===== config.mk =====
export PLATFORM = sky130hd
export DESIGN_NAME = store_merge_rmw_flat
export DESIGN_NICKNAME = d
export VERILOG_FILES = /design/src/rtl/store_merge_rmw_if.sv /design/src/rtl/store_merge_rmw.sv /design/src/flat_wrapper.sv
export SDC_FILE = /design/constraint.sdc
export NUM_CORES = 1
export LEC_CHECK = 0
export CORE_ASPECT_RATIO = 0.7
export CORE_MARGIN = 8
export CORE_UTILIZATION = 35
export CTS_CLUSTER_DIAMETER = 40
export DETAILED_ROUTE_END_ITERATION = 8
export HOLD_SLACK_MARGIN = 0.1
export SYNTH_ARGS = -nofsm -noshare
export SYNTH_HDL_FRONTEND = slang
export SYNTH_SLANG_ARGS = --single-unit

===== constraint.sdc =====
create_clock -name clk_i -period 6.1 [get_ports clk_i]
set_input_delay 0.61 -clock clk_i [delete_from_list [all_inputs] [get_ports clk_i]]
set_output_delay 0.61 -clock clk_i [all_outputs]
set_load 0.02 [all_outputs]

===== src/rtl/store_merge_rmw_if.sv =====
`default_nettype none
// ============================================================================
//  Module      : store_merge_rmw_if
//  Description : Bus bundle for the store merge unit. Carries the CPU store
//                request/response signals and the word-wide single-port RAM
//                port. The slave modport is the merge unit itself; the master
//                modport is whatever drives requests and models the RAM.
//  Signals     : req, size[1:0], addr[31:0], wdata[31:0]    CPU -> unit
//                ready, done, err                            unit -> CPU
//                mem_addr[31:0], mem_rd, mem_we, mem_wdata   unit -> RAM
//                mem_rdata[31:0]                             RAM  -> unit
//  Revision    : 1.0 - initial release
// ============================================================================
interface store_merge_rmw_if;
  logic        req;
  logic [1:0]  size;
  logic [31:0] addr;
  logic [31:0] wdata;
  logic        ready;
  logic        done;
  logic        err;
  logic [31:0] mem_addr;
  logic        mem_rd;
  logic [31:0] mem_rdata;
  logic        mem_we;
  logic [31:0] mem_wdata;

  modport slave (
    input  req, size, addr, wdata, mem_rdata,
    output ready, done, err, mem_addr, mem_rd, mem_we, mem_wdata
  );

  modport master (
    output req, size, addr, wdata, mem_rdata,
    input  ready, done, err, mem_addr, mem_rd, mem_we, mem_wdata
  );
endinterface
`default_nettype wire


===== src/rtl/store_merge_rmw.sv =====
`default_nettype none
// ============================================================================
//  Module      : store_merge_rmw
//  Description : Store-side byte/halfword merge. Sub-word stores become a
//                read-modify-write of one RAM word (the RAM has no byte
//                enables); word stores are written directly. Misaligned or
//                illegal-size stores finish with err and no memory write.
//  Ports       : clk_i    - clock, all state changes on the rising edge
//                rst_n_i  - synchronous active-low reset
//                bus      - store_merge_rmw_if.slave (request + RAM port)
//  Revision    : 1.0 - initial release
// ============================================================================
module store_merge_rmw (
  input  wire logic           clk_i,
  input  wire logic           rst_n_i,
  store_merge_rmw_if.slave    bus
);

  typedef enum logic [2:0] {
    S_IDLE  = 3'd0,
    S_READ  = 3'd1,
    S_MERGE = 3'd2,
    S_WRITE = 3'd3,
    S_FAULT = 3'd4
  } state_e;

  localparam logic [1:0] SZ_BYTE = 2'b00;
  localparam logic [1:0] SZ_HALF = 2'b01;
  localparam logic [1:0] SZ_WORD = 2'b10;

  state_e      state_q, state_d;
  logic [31:0] addr_q, addr_d;
  logic [1:0]  size_q, size_d;
  logic [31:0] wdata_q, wdata_d;
  logic [31:0] merged_q, merged_d;

  logic        req_fault;
  logic [31:0] merge_word;

  // Alignment / legality of the incoming request.
  always_comb begin
    req_fault = 1'b0;
    case (bus.size)
      SZ_HALF: req_fault = bus.addr[0];
      SZ_WORD: req_fault = (bus.addr[1:0] != 2'b00);
      SZ_BYTE: req_fault = 1'b0;
      default: req_fault = 1'b1;
    endcase
  end

  // Read word with the addressed lane(s) replaced; lanes are little-endian.
  always_comb begin
    merge_word = bus.mem_rdata;
    if (size_q == SZ_BYTE) begin
      merge_word[{addr_q[1:0], 3'b000} +: 8] = wdata_q[7:0];
    end else begin
      merge_word[{addr_q[1], 4'b0000} +: 16] = wdata_q[15:0];
    end
  end

  always_comb begin
    state_d  = state_q;
    addr_d   = addr_q;
    size_d   = size_q;
    wdata_d  = wdata_q;
    merged_d = merged_q;
    case (state_q)
      S_IDLE: begin
        if (bus.req) begin
          addr_d  = bus.addr;
          size_d  = bus.size;
          wdata_d = bus.wdata;
          if (req_fault) begin
            state_d = S_FAULT;
          end else if (bus.size == SZ_WORD) begin
            merged_d = bus.wdata;
            state_d  = S_WRITE;
          end else begin
            state_d = S_READ;
          end
        end
      end
      S_READ:  state_d = S_MERGE;
      S_MERGE: begin
        merged_d = merge_word;
        state_d  = S_WRITE;
      end
      S_WRITE: state_d = S_IDLE;
      S_FAULT: state_d = S_IDLE;
      default: state_d = S_IDLE;
    endcase
  end

  always_ff @(posedge clk_i) begin
    if (!rst_n_i) begin
      state_q  <= S_IDLE;
      addr_q   <= 32'd0;
      size_q   <= 2'b00;
      wdata_q  <= 32'd0;
      merged_q <= 32'd0;
    end else begin
      state_q  <= state_d;
      addr_q   <= addr_d;
      size_q   <= size_d;
      wdata_q  <= wdata_d;
      merged_q <= merged_d;
    end
  end

  // Moore outputs.
  assign bus.ready     = (state_q == S_IDLE);
  assign bus.mem_rd    = (state_q == S_READ);
  assign bus.mem_we    = (state_q == S_WRITE);
  assign bus.done      = (state_q == S_WRITE) || (state_q == S_FAULT);
  assign bus.err       = (state_q == S_FAULT);
  assign bus.mem_addr  = {addr_q[31:2], 2'b00};
  assign bus.mem_wdata = merged_q;

endmodule
`default_nettype wire

===== src/flat_wrapper.sv =====
// flat-port wrapper written by rule: the top's interface ports become plain ports
module store_merge_rmw_flat 
  (clk_i, rst_n_i, bus_req, bus_size, bus_addr, bus_wdata, bus_mem_rdata, bus_ready, bus_done, bus_err, bus_mem_addr, bus_mem_rd, bus_mem_we, bus_mem_wdata);
  store_merge_rmw_if bus_i ();
  input  wire logic clk_i;
  input  wire logic rst_n_i;
  input wire logic [$bits(bus_i.req)-1:0] bus_req;
  input wire logic [$bits(bus_i.size)-1:0] bus_size;
  input wire logic [$bits(bus_i.addr)-1:0] bus_addr;
  input wire logic [$bits(bus_i.wdata)-1:0] bus_wdata;
  input wire logic [$bits(bus_i.mem_rdata)-1:0] bus_mem_rdata;
  output wire logic [$bits(bus_i.ready)-1:0] bus_ready;
  output wire logic [$bits(bus_i.done)-1:0] bus_done;
  output wire logic [$bits(bus_i.err)-1:0] bus_err;
  output wire logic [$bits(bus_i.mem_addr)-1:0] bus_mem_addr;
  output wire logic [$bits(bus_i.mem_rd)-1:0] bus_mem_rd;
  output wire logic [$bits(bus_i.mem_we)-1:0] bus_mem_we;
  output wire logic [$bits(bus_i.mem_wdata)-1:0] bus_mem_wdata;
  assign bus_i.req = bus_req;
  assign bus_i.size = bus_size;
  assign bus_i.addr = bus_addr;
  assign bus_i.wdata = bus_wdata;
  assign bus_i.mem_rdata = bus_mem_rdata;
  assign bus_ready = bus_i.ready;
  assign bus_done = bus_i.done;
  assign bus_err = bus_i.err;
  assign bus_mem_addr = bus_i.mem_addr;
  assign bus_mem_rd = bus_i.mem_rd;
  assign bus_mem_we = bus_i.mem_we;
  assign bus_mem_wdata = bus_i.mem_wdata;
  store_merge_rmw u_core (.clk_i(clk_i), .rst_n_i(rst_n_i), .bus(bus_i));
endmodule

Word-level counts from Yosys, hierarchy flattened. Index checks and enable logic that the tools add are counted.

Input bits: 101. Register bits after elaboration: 85. Word-level logic and storage cells: 40. Output and inout bits: 69.

Add/sub/neg operators: 2. Shift-type cells: 4. Equal/unequal tests: 9. Muxes and demuxes: 12. Reduce and logical (&&, ||, !) cells: 8.

Operators by type and width (number): 2-to-1 mux 32 bit (4); bitwise mux 32 bit (2); one-hot mux 32 bit (2 select lines) (1); variable shift 16 x 7 -> 32 bit (first input constant) (1); variable shift 8 x 7 -> 32 bit (first input constant) (1); variable part select 16 x 7 -> 32 bit (1); variable part select 8 x 7 -> 32 bit (1); negation 5 -> 7 bit (2); one-hot mux 3 bit (3 select lines) (1); equality test 3 x 2 -> 1 bit (second input constant) (2); 2-to-1 mux 3 bit (2); zero test 2 bit (2); != test 2 bit (second input constant) (2); AND reduction 4 bit (1); nonzero test 2 bit (2); equality test 3 x 1 -> 1 bit (second input constant) (1); equality test 3 bit (second input constant) (1); zero test 3 bit (1); one-hot mux 1 bit (3 select lines) (1); equality test 2 x 1 -> 1 bit (second input constant) (1); equality test 2 bit (second input constant) (1); 2-to-1 mux 2 bit (1); != test 2 x 1 -> 1 bit (second input constant) (1); AND reduction 2 bit (1); logical OR 1 bit (1).

Longest topological paths before layout. Gate-level depths: netlist (run 1).

Depth in word-level cells: 5. Depth in mapped cells: 9. Gate-level depth less buffers: 6.

Worst setup path after synthesis (run 1). No wires, ideal clock.

Kind: flip-flop to output port. Start point: reg u_core.state_q[1]. End point: out bus_done. Data required time: 5.490 ns. Path buffers: 1. Stages on the path, launching flop included: 5. Slack: 3.959 ns. Arrival: 1.531 ns. Path through: dfxtp_1 -> buf_2 -> clkinv_1 -> nor3b_1 -> or2_2.

Cells in the longest elaborated chain, start to end: 2.

Ends and longest elaborated chain: from (decl) (line store_merge_rmw.sv:31) `state_e state_q, state_d;`; from (signal assigned) (line store_merge_rmw.sv:102) `state_q <= state_d;`; equality test 3 x 2 -> 1 bit; net bus_mem_we (line flat_wrapper.sv:17) `output wire logic [$bits(bus_i.mem_we)-1:0] bus_mem_we;`; logical OR 1 bit (line store_merge_rmw.sv:114) `assign bus.done = (state_q == S_WRITE) || (state_q == S_FAULT);`; to (decl) (line flat_wrapper.sv:13) `output wire logic [$bits(bus_i.done)-1:0] bus_done;`.

The timed path passes the listed nets, and every way through them passes these cells.

Final worst setup path (run 1).
Start point: reg u_core.addr_q[1]. End point: reg u_core.merged_q[19], in the netlist u_core.bus.mem_wdata[19].

Cells in the longest elaborated chain, start to end: 5.

Ends and longest elaborated chain: from (decl) (line store_merge_rmw.sv:32) `logic [31:0] addr_q, addr_d;`; from (signal assigned) (line store_merge_rmw.sv:103) `addr_q <= addr_d;`; negation 5 -> 7 bit, on equally long branches (line store_merge_rmw.sv:57, store_merge_rmw.sv:55); variable part select 16 x 7 -> 32 bit (tied with other cells) (line store_merge_rmw.sv:57) `merge_word[{addr_q[1], 4'b0000} +: 16] = wdata_q[15:0];`; bitwise mux 32 bit, on equally long branches (line store_merge_rmw.sv:57, store_merge_rmw.sv:55); 2-to-1 mux 32 bit * (line store_merge_rmw.sv:54) `if (size_q == SZ_BYTE) begin`; one-hot mux 32 bit (2 select lines) * (line store_merge_rmw.sv:67) `case (state_q)`; to (signal assigned) (line store_merge_rmw.sv:106) `merged_q <= merged_d;`; to (decl) (line store_merge_rmw.sv:35) `logic [31:0] merged_q, merged_d;`.

Mark *: on every way between the ends. The rest lies on a longest branch, timed or not. A chain may end at the register's enable or synchronous reset.

==> flow_summary.rst, run 1 <==
.. list-table::
   :header-rows: 1

   * - Metric
     - Value
   * - Worst vdd ir
     - 142.0 uV
   * - Category of the critical setup timing path
     - reg -> reg
   * - Layout overhead on the synthesized area
     - 35.96%
   * - Routability congestion estimate from global placement
     - 0.8813
   * - Headroom to the max-slew limit
     - 6.533%
   * - Kind of path behind the tightest hold check
     - reg -> reg
   * - Worst path arrival time
     - 3.83 ns
   * - Number of buffer and inverter stages on the critical path
     - 1
   * - # nets final
     - 784
   * - Part of the cycle the worst path needs
     - 58.31%
   * - Mean instance size in the synthesized netlist
     - 8.378 sq um
   * - ANT cells
     - 0
   * - Max incr delay on CP
     - 1.09 ns
   * - Fin crit period
     - 3.557 ns
   * - Count of final hold-check violations
     - 0
   * - Htree depth
     - 3
   * - Placeable core area
     - 13,740 sq um
   * - Die Outline Area
     - 17,940 sq um
   * - Slowest library cell on the worst path
     - nor4bb_1
   * - Post-synthesis instance area
     - 4851 sq um
   * - Total number of yosys warnings
     - 0
   * - Leak Pwr
     - 0.002238 uW
   * - Result of the run
     - completed
   * - Via density
     - 5.441
   * - CP endpoint kind
     - flip-flop
   * - Total gr overflow
     - 0
   * - Antenna Violating Nets Remaining
     - 0
   * - Element type at the critical path start
     - flip-flop
   * - Setup Total Neg Slack
     - 0 ns
   * - Clock latency reported for the late side of the worst-skew pair
     - 0.34 ns
   * - Most area-consuming cells after synthesis
     - dfxtp_1, nand2_1, a21oi_1
   * - Count of endpoints failing setup in the final report
     - 0
   * - Clock buffers created by TritonCTS
     - 9
   * - Kind of cell adding the most delay to the critical path
     - simple AND/OR/NAND/NOR gates
   * - Clock skew
     - 0.009264 ns
   * - Largest net degree at the start of global routing
     - 57
   * - Top-level I/O count
     - 170
   * - DRC violations left
     - 0
   * - Number of global-route vias before repair
     - 4,854
   * - Filler instances
     - 1,313
   * - Number of distinct library cells after synthesis
     - 38
   * - Cell count of the worst reg-to-reg path
     - 6
   * - Number of gates resized after CTS
     - 0
   * - Post-Syn Instances
     - 579
   * - Share of the core filled with cells
     - 48.01%
   * - Number of optimization iterations in the first detailed-route pass
     - 7
   * - CTS sink cnt
     - 85
   * - Max-capacitance violation count
     - 0
   * - Sequential fraction of the synthesis area
     - 35.08%
   * - Flops & latches, synth
     - 85
   * - Design Area, Final
     - 6595 sq um
   * - Register clock-pin slew on the reported worst setup and hold paths
     - 0.06 ns
   * - Number of antenna violations at the first check in global routing
     - 0
   * - Routed len/inst
     - 19.64 microns
   * - Post-cts hold buffer count
     - 0
   * - Postcts setup bufs
     - 0
   * - Root Buffer
     - clkbuf_16
   * - Area fraction of the dominant cell type after synthesis
     - 35.08%
   * - Multi-input gate area in the final layout
     - 2599 sq um
   * - Share of layout cells above drive strength 1
     - 9.370%
   * - Starting Density
     - 35.31%
   * - DR vias
     - 4,750
   * - Cell-by-cell trace of the critical path
     - inv_1 -> ha_1 -> nor4bb_1 -> nand3_1 -> a221oi_1 -> o221a_1
   * - Power density relative to cell area
     - 254.0 nW/um^2
   * - Highest clock rate
     - 281.1 MHz
   * - Die height
     - 114.5 microns
   * - Total routed wirelength
     - 17.15 mm
   * - Minimum hold slack
     - 0.4573 ns
   * - Count of final max-slew check failures
     - 0
   * - CTS tree
     - done
   * - Cell type with the highest aggregate area in the netlist
     - dfxtp_1
   * - Critical Path RT
     - 6.38 ns
   * - Wire length of the first global-routing pass
     - 26.57 mm
   * - Total global routing track utilization
     - 18.73%
   * - Number of cells on the critical path
     - 6
   * - FP Rows
     - 36
   * - Area used by sequential logic in the layout
     - 1703 sq um
   * - Port buffer count
     - 167
   * - Crit Path Max Fanout
     - 36
   * - Number of DRC markers after the initial detailed-route iteration
     - 322
   * - Setup repair after global routing missed its margin
     - no
   * - Width of the chip
     - 156.7 microns
   * - Worst hold stages
     - 2
   * - Total cell area at the placement stage
     - 6294 sq um
   * - Final HPWL from detailed placement
     - 12.06 mm
   * - CTS max path bufs
     - 2
   * - Pin slew with the least headroom to its limit
     - 1.383 ns
[final cells by class]
cell class | instances | area share [%]
Clock buffer | 10 | 3.624
Tap cell | 190 | 3.605
Inverter | 8 | 0.4553
Sequential cell | 85 | 25.82
Multi-Input combinational cell | 400 | 39.40
Timing Repair Buffer | 174 | 26.14
Clock inverter | 6 | 0.9486
[power by group]
part	leakage, uW	switching, uW	internal (uW)
registers	0.000697	47.2	605
clock network	0.000140	233	327
logic	0.00140	250	213
total	0.00224	530	1140
[synthesized netlist by cell type, drive strengths merged]
| cell | number |
|---|---|
| or2 | 2 |
| dfxtp | 85 |
| nor3b | 4 |
| mux2 | 8 |
| o21a | 1 |
| nor3 | 35 |
| nor2 | 3 |
| clkbuf | 25 |
| and2 | 2 |
| a21oi | 76 |
| nor4 | 1 |
| inv | 5 |
| mux2i | 24 |
| nor2b | 1 |
| nand3 | 24 |
| or3 | 1 |
| nand2 | 103 |
| o211a | 8 |
| a221oi | 32 |
| conb | 1 |
| a2111oi | 1 |
| o21ai | 33 |
| o221ai | 8 |
| clkinv | 3 |
| nor4bb | 2 |
| ha | 5 |
| buf | 62 |
| o221a | 24 |
[path summary, 6_finish.rpt]
kind | start | endpoint | slack, ns
max | u_core.addr_q[1]$_SDFFE_PN0P_ | u_core.bus.mem_wdata[19]$_SDFFE_PN0P_ | 2.54
min | u_core.addr_q[25]$_SDFFE_PN0P_ | u_core.addr_q[25]$_SDFFE_PN0P_ | 0.46
max reg2reg | u_core.addr_q[1]$_SDFFE_PN0P_ | u_core.bus.mem_wdata[19]$_SDFFE_PN0P_ | 2.54
min reg2reg | u_core.addr_q[25]$_SDFFE_PN0P_ | u_core.addr_q[25]$_SDFFE_PN0P_ | 0.46
[cells by family after synthesis]
logic type	share of synthesized area, %
AOI/OAI and AO/OA	26.31
other	0.07731
DFF	35.08
adders and majority gates	1.290
and+or+nand+nor	18.88
muxes	6.809
buffers and inverters	11.56
[tightest hold or removal path, stage by stage (launching register included)]
cell     delay (ns)
dfxtp_1        0.31
nand2_1        0.05
a21oi_1        0.05
[per-stage QoR]
step,total power (uW),setup WS (ns),cells
after floorplan,935.6,3.959,580
after global placement,1114,2.884,857
after detailed placement,1123,2.687,857
after CTS,1685,2.650,873
after global routing,1750,2.437,873
final,1675,2.543,873
[registers in the layout (all words and copies together) (netlist names)]
signal,cells
u_core.state_q,3
u_core.addr_q,32
u_core.bus.mem_wdata,32
u_core.size_q,2
u_core.wdata_q,16
[cells in the final DEF, fill, tap and decap left out, types with 3 or more instances in the layout]
master           count
clkinv_1             3
o21ai_1              3
mux2_2               8
nand3_1             24
clkinvlp_4           3
clkbuf_16            9
a221oi_1            32
nor3b_1              3
clkdlybuf4s50_1    167
a21oi_1             76
ha_1                 5
mux2i_1             24
o221ai_1             8
o21ai_0             30
o211a_1              8
inv_1                5
dfxtp_1             84
o221a_1             23
nor3_1              13
buf_4                7
nand2_1            102
nor3_2              22
[layer usage]
layer  share of wire, %  global-route usage [%]  vias to the layer above
met4                1.0                   4.595                        0
met1                 47                   24.83                     2228
met5                  0                       0                        -
met2                 43                   28.41                      218
met3                9.2                   6.561                       20
li1                   -                       -                     2284
Note: power is estimated with default switching activity, not from simulation.
==> run 2, diff against run 1 <==
- clock period: 6.1 -> 3.5 ns (I/O delays scaled with it)
==> flow_summary.rst, run 2 (synthesized netlist as in run 1, its figures left out) <==
.. list-table::
   :header-rows: 1

   * - Metric
     - Value
   * - Share of the core filled with cells
     - 48.03% (was 48.01%)
   * - Placeable core area
     - 13,740 sq um (unchanged)
   * - Layout overhead on the synthesized area
     - 36.03% (was 35.96%)
   * - Count of final max-slew check failures
     - 0 (unchanged)
   * - Number of buffer and inverter stages on the critical path
     - 2 (was 1)
   * - Total global routing track utilization
     - 18.98% (was 18.73%)
   * - Antenna Violating Nets Remaining
     - 0 (unchanged)
   * - Max-capacitance violation count
     - 0 (unchanged)
   * - Largest net degree at the start of global routing
     - 57 (unchanged)
   * - Die height
     - 114.5 microns (unchanged)
   * - FP Rows
     - 36 (unchanged)
   * - Area used by sequential logic in the layout
     - 1703 sq um (unchanged)
   * - Number of DRC markers after the initial detailed-route iteration
     - 432 (was 322)
   * - Part of the cycle the worst path needs
     - 81.87%
   * - DR vias
     - 4,863 (was 4,750)
   * - CTS tree
     - done (unchanged)
   * - Final HPWL from detailed placement
     - 12.51 mm (was 12.06 mm)
   * - Setup Total Neg Slack
     - 0 ns (unchanged)
   * - Number of optimization iterations in the first detailed-route pass
     - 5 (was 7)
   * - Critical Path RT
     - 3.15 ns (was 6.38 ns)
   * - Share of layout cells above drive strength 1
     - 9.898% (was 9.370%)
   * - Multi-input gate area in the final layout
     - 2599 sq um (unchanged)
   * - Crit Path Max Fanout
     - 23 (was 36)
   * - Clock skew
     - 0.008235 ns (was 0.009264 ns)
   * - Die Outline Area
     - 17,940 sq um (unchanged)
   * - Power dissipated by switching net loads
     - 941.3 uW (was 530.2 uW)
   * - Post-cts hold buffer count
     - 0 (unchanged)
   * - # nets final
     - 788 (was 784)
   * - Category of the critical setup timing path
     - reg -> out (was reg -> reg)
   * - Clock buffers created by TritonCTS
     - 9 (unchanged)
   * - Filler instances
     - 1,355 (was 1,313)
   * - Cell-by-cell trace of the critical path
     - clkinv_1 -> nor3b_1 -> or2_2 -> clkdlybuf4s50_1 (was inv_1 -> ha_1 -> nor4bb_1 -> nand3_1 -> a221oi_1 -> o221a_1)
   * - Postcts setup bufs
     - 0 (unchanged)
   * - Clock Power Share
     - 31.8% (was 33.4%)
   * - DRC violations left
     - 0 (unchanged)
   * - Slowest library cell on the worst path
     - dfxtp_1 (was nor4bb_1)
   * - Routability congestion estimate from global placement
     - 0.8446 (was 0.8813)
   * - Routed len/inst
     - 19.78 microns (was 19.64 microns)
   * - Register clock-pin slew on the reported worst setup and hold paths
     - 0.07 ns (was 0.06 ns)
   * - Top-level I/O count
     - 170 (unchanged)
   * - Starting Density
     - 35.31% (unchanged)
   * - Fraction of power consumed by sequential logic
     - 39.9% (was 38.9%)
   * - Number of global-route vias before repair
     - 4,856 (was 4,854)
   * - CTS max path bufs
     - 2 (unchanged)
   * - Clock latency reported for the late side of the worst-skew pair
     - 0.34 ns (about the same)
   * - Via density
     - 5.545 (was 5.441)
   * - Internal power component
     - 1910 uW (was 1145 uW)
   * - Total routed wirelength
     - 17.35 mm (was 17.15 mm)
   * - Count of final hold-check violations
     - 0 (unchanged)
   * - Setup repair after global routing missed its margin
     - no (unchanged)
   * - Worst vdd ir
     - 240.3 uV (was 142.0 uV)
   * - Result of the run
     - completed (unchanged)
   * - Htree depth
     - 3 (unchanged)
   * - Port buffer count
     - 167 (unchanged)
   * - CP endpoint kind
     - output pin (was flip-flop)
   * - Leak Pwr
     - 0.002245 uW (was 0.002238 uW)
   * - Switch share
     - 33.01% (was 31.65%)
   * - Number of antenna violations at the first check in global routing
     - 0 (unchanged)
   * - Power density relative to cell area
     - 432.1 nW/um^2 (was 254.0 nW/um^2)
   * - Kind of path behind the tightest hold check
     - reg -> reg (unchanged)
   * - Count of endpoints failing setup in the final report
     - 0 (unchanged)
   * - Max incr delay on CP
     - 0.90 ns (was 1.09 ns)
   * - ANT cells
     - 0 (unchanged)
   * - Width of the chip
     - 156.7 microns (unchanged)
   * - Highest clock rate
     - 349.0 MHz
   * - CTS sink cnt
     - 85 (unchanged)
   * - Pin slew with the least headroom to its limit
     - 1.013 ns (was 1.383 ns)
   * - Element type at the critical path start
     - flip-flop (unchanged)
   * - Share of power burned in combinational logic
     - 28.4% (was 27.6%)
   * - Commonest non-fill, non-tap cell in the layout
     - clkdlybuf4s50_1 (unchanged)
   * - Worst path arrival time
     - 2.52 ns (was 3.83 ns)
   * - Wire length of the first global-routing pass
     - 26.88 mm (was 26.57 mm)
   * - Number of gates resized after CTS
     - 0 (unchanged)
   * - Root Buffer
     - clkbuf_16 (unchanged)
   * - Total gr overflow
     - 0 (unchanged)
   * - Most frequent cells in the layout
     - clkdlybuf4s50_1, nand2_1, dfxtp_1 (unchanged)
   * - Fin crit period
     - 2.865 ns
   * - Kind of cell adding the most delay to the critical path
     - flip-flops (was simple AND/OR/NAND/NOR gates)
   * - Headroom to the max-slew limit
     - 32.20% (was 6.533%)
[run 2: cell count changes in the layout (fill, tap and decap cells not counted), sizes merged]
cell | previous run | this run
inv | 5 | 7
buf | 7 | 11
clkbuf | 10 | 9
bufinv | 1 | 0
[run 2: path summary, 6_finish.rpt]
check	start	to	slack, ns	cells past startpoint
worst max-delay path	u_core.state_q[1]$_SDFFE_PN0P_	bus_done	0.63	4
worst min-delay path	u_core.addr_q[10]$_SDFFE_PN0P_	u_core.addr_q[10]$_SDFFE_PN0P_	0.45	2
worst max register to register	u_core.addr_q[0]$_SDFFE_PN0P_	u_core.bus.mem_wdata[31]$_SDFFE_PN0P_	1.06	6
worst min register to register	u_core.addr_q[10]$_SDFFE_PN0P_	u_core.addr_q[10]$_SDFFE_PN0P_	0.45	2
[run 2: per-stage QoR]
step	cell area, sq um	hold slack (ns)	total power [uW]	cells	setup WS [ns]
finish	6599	0.4524	2852	877	0.6346
global route	6599	0.4738	2987	877	0.4720
CTS	6599	0.4554	2874	877	0.6699
detailed placement	6324	0.4473	1965	861	1.050
global placement	6324	0.4406	1945	861	1.104
floorplan	4855	0.4367	1631	580	1.368
[run 2: power by group through the flow]
stage | registers [uW] | logic (uW) | clock network (uW)
after CTS | 1140 | 812 | 926
after global placement | 1150 | 791 | 0
final | 1140 | 809 | 906
after floorplan | 1170 | 464 | 0
after global routing | 1150 | 872 | 967
after detailed placement | 1160 | 808 | 0
[run 2: cell type report]
class / instances / area share, %
clock buffers: 9 / 3.413
clock inverters: 7 / 0.7584
inverters: 8 / 0.4551
multi-input cells: 400 / 39.38
flip-flops and latches: 85 / 25.81
well taps: 190 / 3.603
repair buffers: 178 / 26.58
[run 2: worst min-delay path, stage by stage, from the launching register on]
cell and delay, ns:
dfxtp_1 0.31, nand2_1 0.05, a21oi_1 0.05
[run 2: routing by layer]
| metal | wire length [microns] | GRT usage [%] | vias to the layer above |
|---|---|---|---|
| li1 | - | - | 2288 |
| met1 | 7692 | 24.89 | 2305 |
| met2 | 7613 | 29.07 | 246 |
| met3 | 1803 | 6.297 | 24 |
| met4 | 240 | 5.424 | 0 |
| met5 | 0 | 0 | - |
